File: src/rtl/traffic_pkg.sv
// Shared phase codes, pedestrian-light codes and crosswalk/left-turn service
// tables used by the intersection controller and its light decoders.
package traffic_pkg;

  localparam logic [4:0] n_s     = 5'd0;
  localparam logic [4:0] e_w     = 5'd1;
  localparam logic [4:0] n_s_y   = 5'd2;
  localparam logic [4:0] e_w_y   = 5'd3;
  localparam logic [4:0] n_nl    = 5'd4;
  localparam logic [4:0] n_nl_y  = 5'd5;
  localparam logic [4:0] s_sl    = 5'd6;
  localparam logic [4:0] s_sl_y  = 5'd7;
  localparam logic [4:0] w_wl    = 5'd8;
  localparam logic [4:0] w_wl_y  = 5'd9;
  localparam logic [4:0] e_el    = 5'd10;
  localparam logic [4:0] e_el_y  = 5'd11;
  localparam logic [4:0] sl_nl   = 5'd12;
  localparam logic [4:0] sl_nl_y = 5'd13;
  localparam logic [4:0] el_wl   = 5'd14;
  localparam logic [4:0] el_wl_y = 5'd15;

  localparam logic [1:0] off         = 2'd0;
  localparam logic [1:0] walking_man = 2'd1;
  localparam logic [1:0] red_hand    = 2'd2;

  // Crosswalks {N,S,E,W} whose pedestrians cross while this green runs.
  function automatic logic [3:0] ped_served(input logic [4:0] phase);
    case (phase)
      n_s:     ped_served = 4'b0011;
      e_w:     ped_served = 4'b1100;
      n_nl:    ped_served = 4'b0001;
      s_sl:    ped_served = 4'b0010;
      w_wl:    ped_served = 4'b0100;
      e_el:    ped_served = 4'b1000;
      default: ped_served = 4'b0000;
    endcase
  endfunction

  function automatic logic [3:0] left_served(input logic [4:0] phase);
    case (phase)
      n_nl:    left_served = 4'b1000;
      s_sl:    left_served = 4'b0100;
      e_el:    left_served = 4'b0010;
      w_wl:    left_served = 4'b0001;
      sl_nl:   left_served = 4'b1100;
      el_wl:   left_served = 4'b0011;
      default: left_served = 4'b0000;
    endcase
  endfunction

  function automatic logic is_yellow(input logic [4:0] phase);
    case (phase)
      n_s_y, e_w_y, n_nl_y, s_sl_y, w_wl_y, e_el_y, sl_nl_y, el_wl_y: is_yellow = 1'b1;
      default: is_yellow = 1'b0;
    endcase
  endfunction

endpackage

File: src/rtl/traffic_phase_controller_phase_timer.sv
// Loadable 8-bit down counter advanced by the tick enable; load has priority
// and the counter parks at zero until the next load.
module phase_timer #(
  parameter logic [7:0] RST_VAL = 8'd9
) (
  input  logic       clk,
  input  logic       rst,
  input  logic       tick,
  input  logic       load,
  input  logic [7:0] load_val,
  output logic [7:0] count,
  output logic       zero
);

  logic [7:0] count_q;

  // Down-count on tick, reload on phase change.
  always_ff @(posedge clk or posedge rst) begin
    if (rst) begin
      count_q <= RST_VAL;
    end else if (load) begin
      count_q <= load_val;
    end else if (tick && (count_q != 8'd0)) begin
      count_q <= count_q - 8'd1;
    end else begin
      count_q <= count_q;
    end
  end

  assign count = count_q;
  assign zero  = (count_q == 8'd0);

endmodule

File: src/rtl/traffic_phase_controller.sv
// Intersection phase sequencer: through greens, yellows and demand-driven
// left-turn phases, with latched requests and pedestrian green extension.
module traffic_phase_controller
  import traffic_pkg::*;
#(
  parameter int GREEN_TICKS  = 10,
  parameter int LEFT_TICKS   = 6,
  parameter int YELLOW_TICKS = 3,
  parameter int PED_EXTRA    = 4
) (
  input  logic       CLK,
  input  logic       rst,
  input  logic       tick,
  input  logic       lsn,
  input  logic       lss,
  input  logic       lse,
  input  logic       lsw,
  input  logic       psn,
  input  logic       pss,
  input  logic       pse,
  input  logic       psw,
  output logic [4:0] state1,
  output logic [7:0] timer,
  output logic       phase_change,
  output logic [7:0] demand
);

  localparam logic [7:0] TIMER_RST = 8'(GREEN_TICKS - 1);

  logic [4:0]  state_q;
  logic [4:0]  state_d;
  logic        phase_change_q;
  logic [7:0]  demand_q;
  logic [7:0]  demand_d;
  logic [7:0]  timer_s;
  logic        zero_s;
  logic        illegal_s;
  logic        advance_s;
  logic [31:0] base_s;
  logic [31:0] dur_s;
  logic [7:0]  load_val_s;
  logic [7:0]  set_s;
  logic [7:0]  clr_s;

  assign illegal_s = (state_q > 5'd15);
  assign advance_s = illegal_s | (tick & zero_s);

  // Next phase; the deciding yellows read left demand latched before this edge.
  always_comb begin
    state_d = n_s;
    case (state_q)
      n_s:     state_d = n_s_y;
      e_w:     state_d = e_w_y;
      n_nl:    state_d = n_nl_y;
      s_sl:    state_d = s_sl_y;
      w_wl:    state_d = w_wl_y;
      e_el:    state_d = e_el_y;
      sl_nl:   state_d = sl_nl_y;
      el_wl:   state_d = el_wl_y;
      n_s_y: begin
        case (demand_q[1:0])
          2'b11:   state_d = el_wl;
          2'b10:   state_d = e_el;
          2'b01:   state_d = w_wl;
          default: state_d = e_w;
        endcase
      end
      e_w_y: begin
        case (demand_q[3:2])
          2'b11:   state_d = sl_nl;
          2'b10:   state_d = n_nl;
          2'b01:   state_d = s_sl;
          default: state_d = n_s;
        endcase
      end
      el_wl_y, e_el_y, w_wl_y:   state_d = e_w;
      sl_nl_y, n_nl_y, s_sl_y:   state_d = n_s;
      default:                   state_d = n_s;
    endcase
  end

  // Duration of the phase being entered, extended for a waiting pedestrian.
  always_comb begin
    if (is_yellow(state_d)) begin
      base_s = 32'(YELLOW_TICKS);
    end else if ((state_d == n_s) || (state_d == e_w)) begin
      base_s = 32'(GREEN_TICKS);
    end else begin
      base_s = 32'(LEFT_TICKS);
    end
    if ((ped_served(state_d) & demand_q[7:4]) != 4'b0000) begin
      dur_s = base_s + 32'(PED_EXTRA);
    end else begin
      dur_s = base_s;
    end
    if (dur_s > 32'd255) begin
      load_val_s = 8'd254;
    end else begin
      load_val_s = 8'(dur_s - 32'd1);
    end
  end

  // Requests set every cycle; entering a serving green clears them and wins.
  always_comb begin
    set_s = {psn, pss, pse, psw, lsn, lss, lse, lsw};
    if (advance_s) begin
      clr_s = {ped_served(state_d), left_served(state_d)};
    end else begin
      clr_s = 8'h00;
    end
    demand_d = (demand_q | set_s) & ~clr_s;
  end

  // Phase register, change pulse and request latches.
  always_ff @(posedge CLK or posedge rst) begin
    if (rst) begin
      state_q        <= n_s;
      phase_change_q <= 1'b0;
      demand_q       <= 8'h00;
    end else begin
      demand_q       <= demand_d;
      phase_change_q <= advance_s;
      if (advance_s) begin
        state_q <= state_d;
      end else begin
        state_q <= state_q;
      end
    end
  end

  phase_timer #(
    .RST_VAL (TIMER_RST)
  ) u_phase_timer (
    .clk      (CLK),
    .rst      (rst),
    .tick     (tick),
    .load     (advance_s),
    .load_val (load_val_s),
    .count    (timer_s),
    .zero     (zero_s)
  );

  assign state1       = state_q;
  assign timer        = timer_s;
  assign phase_change = phase_change_q;
  assign demand       = demand_q;

endmodule

File: config.mk
export PLATFORM = sky130hd
export DESIGN_NAME = traffic_phase_controller
export DESIGN_NICKNAME = d
export VERILOG_FILES = /design/src/rtl/traffic_pkg.sv /design/src/rtl/traffic_phase_controller_phase_timer.sv /design/src/rtl/traffic_phase_controller.sv
export SDC_FILE = /design/constraint.sdc
export NUM_CORES = 1
export LEC_CHECK = 0
export BUFFER_PORTS_ARGS = -buffer_cell sky130_fd_sc_hd__buf_4
export CAP_MARGIN = 0
export CORE_ASPECT_RATIO = 0.6
export CORE_UTILIZATION = 25
export DETAILED_ROUTE_END_ITERATION = 12
export GPL_TIMING_DRIVEN = 0
export PLACE_DENSITY = 0.46
export SLEW_MARGIN = 20
export SYNTH_ARGS = -nofsm -noshare
export SYNTH_HDL_FRONTEND = slang
export SYNTH_SLANG_ARGS = --single-unit
File: constraint.sdc
create_clock -name CLK -period 3.75 [get_ports CLK]
set_input_delay 0 -clock CLK [delete_from_list [all_inputs] [get_ports CLK]]
set_output_delay 0 -clock CLK [all_outputs]
set_load 0.05 [all_outputs]
==> impl_results.md <==
- Clock Tree Buf Depth: 2
- Largest cells by area after synthesis: dfrtp_1 (39%), nor2_1 (8.0%), dfstp_2 (4.3%), nor3_1 (3.7%), a21oi_1 (3.3%)
- Fill count: 491
- Post-CTS Setup Inserts: 0
- CP startpoint kind: flop
- Reg2reg setup slack: 1.50 ns
- DRC viols: 0
- Tcrit/Tclk final: 60.1%
- WL final: 3300 um
- Worst Tran Pin Value: 0.807 ns
- Global Route Usage Sum: 13.8%
- Crit path DAT: 2.40 ns
- Die Wd: between 90 and 100 um
- Max Cap Violations: 0
- Max H-tree Level: 1
- Net Count, Synth: 155
- Hold_buf cts: 6
- Max-slew headroom: a little under half
- Pwr per Cell Area: 702 nW/um^2
- Num rows: 19
- TritonCTS sink count: 21
- Cell variety after synth: 44
- Util after Layout: 35.4%
- Clock transition at path regs: 0.07 ns
- Die Footprint: 5180 um^2
- # resized after CTS: 0
- DIE HEIGHT: 56.2 um
- Antenna violations before repair: 0
- Worst setup path startpoint: state1[1]$_DFFE_PP0P_
- HP Start: pss
- Switching part of the total: roughly half
- Num CTS Buffers: 3
- RD Place Congestion: 0.810
- Critical path class: reg2reg
- Sequential cell area: 528 um^2
- Final HPWL DP: 2570 um
- Leakage: 0.678 nW
- CTS Root Cell: clkbuf_8
- Vias/cell: 4.86
- Layout cells sized above 1: 26.1%
- Core Area: 4640 um^2
- Period minus WS final: approximately 2.3 ns
- Final hold vios: 0
- Multi-input logic area: 623 um^2
- Cells after Synth: 143
- Status: finished, final reports clean
- Commonest non-fill, non-tap cell in the layout: buf_4
- Syn_area_per_cell: 8.55 um^2
- Fmax: 444 MHz
- # setup viols final: 0
- Yosys top cell area share: roughly two fifths
- RR Startpoint: state1[1]$_DFFE_PP0P_
- Worst-path fanout max: 10
- Crit. End Element: flop
- Ports: 33
- Largest net degree at the start of global routing: 22
- Antenna-violating nets left: 0
- Fraction of power consumed by sequential logic: 28.5%
- Worst clock skew: 0.00168 ns
- Cells on worst reg2reg path: 8
- Most frequent cells in the layout: buf_4 (33), nor2_1 (26), dfrtp_1 (19), nand2_1 (9), nor3_1 (9)
- Synthesis warning total: 0
- Slew Viols, Final: 0
- Pint: 0.585 mW
- Comb pwr share: about three fifths
- Synthesized area: 1220 um^2
- Initial Util: 26.4%
- Crit path to: u_phase_timer.count[2]$_DFFE_PP0P_
- Synth Register Bits: 21
- Vias in the first global route: 1155
- Reg2reg end: u_phase_timer.count[2]$_DFFE_PP0P_
- Clk pwr share: 12.6%
- Syn-to-layout area delta: 34.1%
- Routed wire length per instance: about 13 um
- Fin nets: around 200
- DR pass1 iterations: 4
- Register area share after synthesis: roughly 43%
- Pwr Total: ~1.2 mW
- First-pass GRT wire length: 5530 um
- Synth area leader: dfrtp_1
- RSZ-0062 raised after global routing: false
- Fin cells: 247
- VDD IR max: 0.200 mV
- DP Cell Count: between 200 and 250
- Clock latency on the worst-skew pair: 0.25 ns
- Setup TNS: 0 ns
- CTS tree: done
- Antenna cells: 0
- Grt total ovfl: 0
- # port buffers: 31
- Net Sw Power: 0.565 mW
- CP required: 3.89 ns
- Hold Crit Class: in2reg
- Iteration-0 DRC Markers: 92
- Vias: 1201
## registers in the layout, summed over array words and instances, names as in the netlist
| register | cells |
|---|---|
| state1 | 4 |
| phase_change | 1 |
| demand | 8 |
| u_phase_timer.count | 8 |
## how the worst min path moves through the flow
| stage | endpoint | depth (start not counted) |
|---|---|---|
| floorplan | demand[0]$_DFF_PP0_ | 1 |
| global placement | demand[3]$_DFF_PP0_ | 2 |
| detailed placement | demand[7]$_DFF_PP0_ | 2 |
| CTS | demand[4]$_DFF_PP0_ | 3 |
| global route | demand[4]$_DFF_PP0_ | 3 |
| finish | demand[6]$_DFF_PP0_ | 3 |
## synthesized netlist by cell type (all sizes together)
library cell	count
a2111oi	1
a211o	1
a211oi	1
a21bo	1
a21o	1
a21oi	8
a22oi	1
a2bb2oi	1
a31oi	6
a32o	1
a32oi	1
a41oi	1
and2	1
and4	1
and4bb	1
buf	5
clkbuf	1
clkinv	1
conb	1
dfrtp	19
dfstp	2
ha	1
inv	7
nand2	9
nand2b	3
nand3	3
nand4	1
nor2	26
nor3	9
nor3b	2
o211ai	2
o21ai	11
o22ai	1
o31ai	1
o32a	2
o32ai	2
or3	4
xnor2	2
xor2	1
## critical path, stage by stage, from the launching register on
cell	delay, ns
dfrtp_1	0.38
buf_4	0.17
and2_1	0.15
o32ai_1	0.67
a2bb2oi_1	0.20
nor2_1	0.06
o31ai_2	0.27
xnor2_1	0.17
o21ai_1	0.07
## metal layers
metal / routed length [um] / global-route usage (%) / vias up
li1: - / - / 596
met1: 1720 / 20.4 / 557
met2: 1320 / 19.0 / 46
met3: 251 / 4.64 / 2
met4: 10 / 3.35 / 0
met5: 0 / 0 / -
## power groups by stage
stage / registers, mW / logic, mW / clock network [mW]
after floorplan: 0.491 / 0.330 / 0
after global placement: 0.331 / 0.664 / 0
after detailed placement: 0.332 / 0.668 / 0
after CTS: 0.328 / 0.678 / 0.151
after global routing: 0.337 / 0.736 / 0.162
final: 0.328 / 0.677 / 0.145
## cell type report
| type | instances | area share, % |
|---|---|---|
| multi-input combinational | 108 | 38.0 |
| sequential | 21 | 32.2 |
| timing repair buffer | 37 | 17.9 |
| tap | 63 | 4.81 |
| clock buffer | 4 | 2.75 |
| buffer | 6 | 2.44 |
| inverter | 8 | 1.91 |
## metrics by stage
step | instance area (um^2) | setup slack, ns | hold WS, ns
final | 1640 | 1.50 | 0.0174
after detailed placement | 1530 | 1.50 | 0.212
after floorplan | 1220 | 1.48 | -0.0250
after global placement | 1530 | 1.51 | 0.210
after global routing | 1640 | 1.30 | 0.0176
after CTS | 1640 | 1.48 | 0.0127
## kinds of logic after synthesis
group / Yosys count / share of synthesized area, %
AO/OA/AOI/OAI: 43 / 24.0
XOR/XNOR: 3 / 2.15
adder cells (fa/ha/maj): 1 / 1.02
buffers and inverters: 14 / 5.83
flip-flops: 21 / 43.2
other: 1 / 0.307
AND/OR/NAND/NOR: 60 / 23.5
No activity file was read; power rests on OpenSTA's default activity.
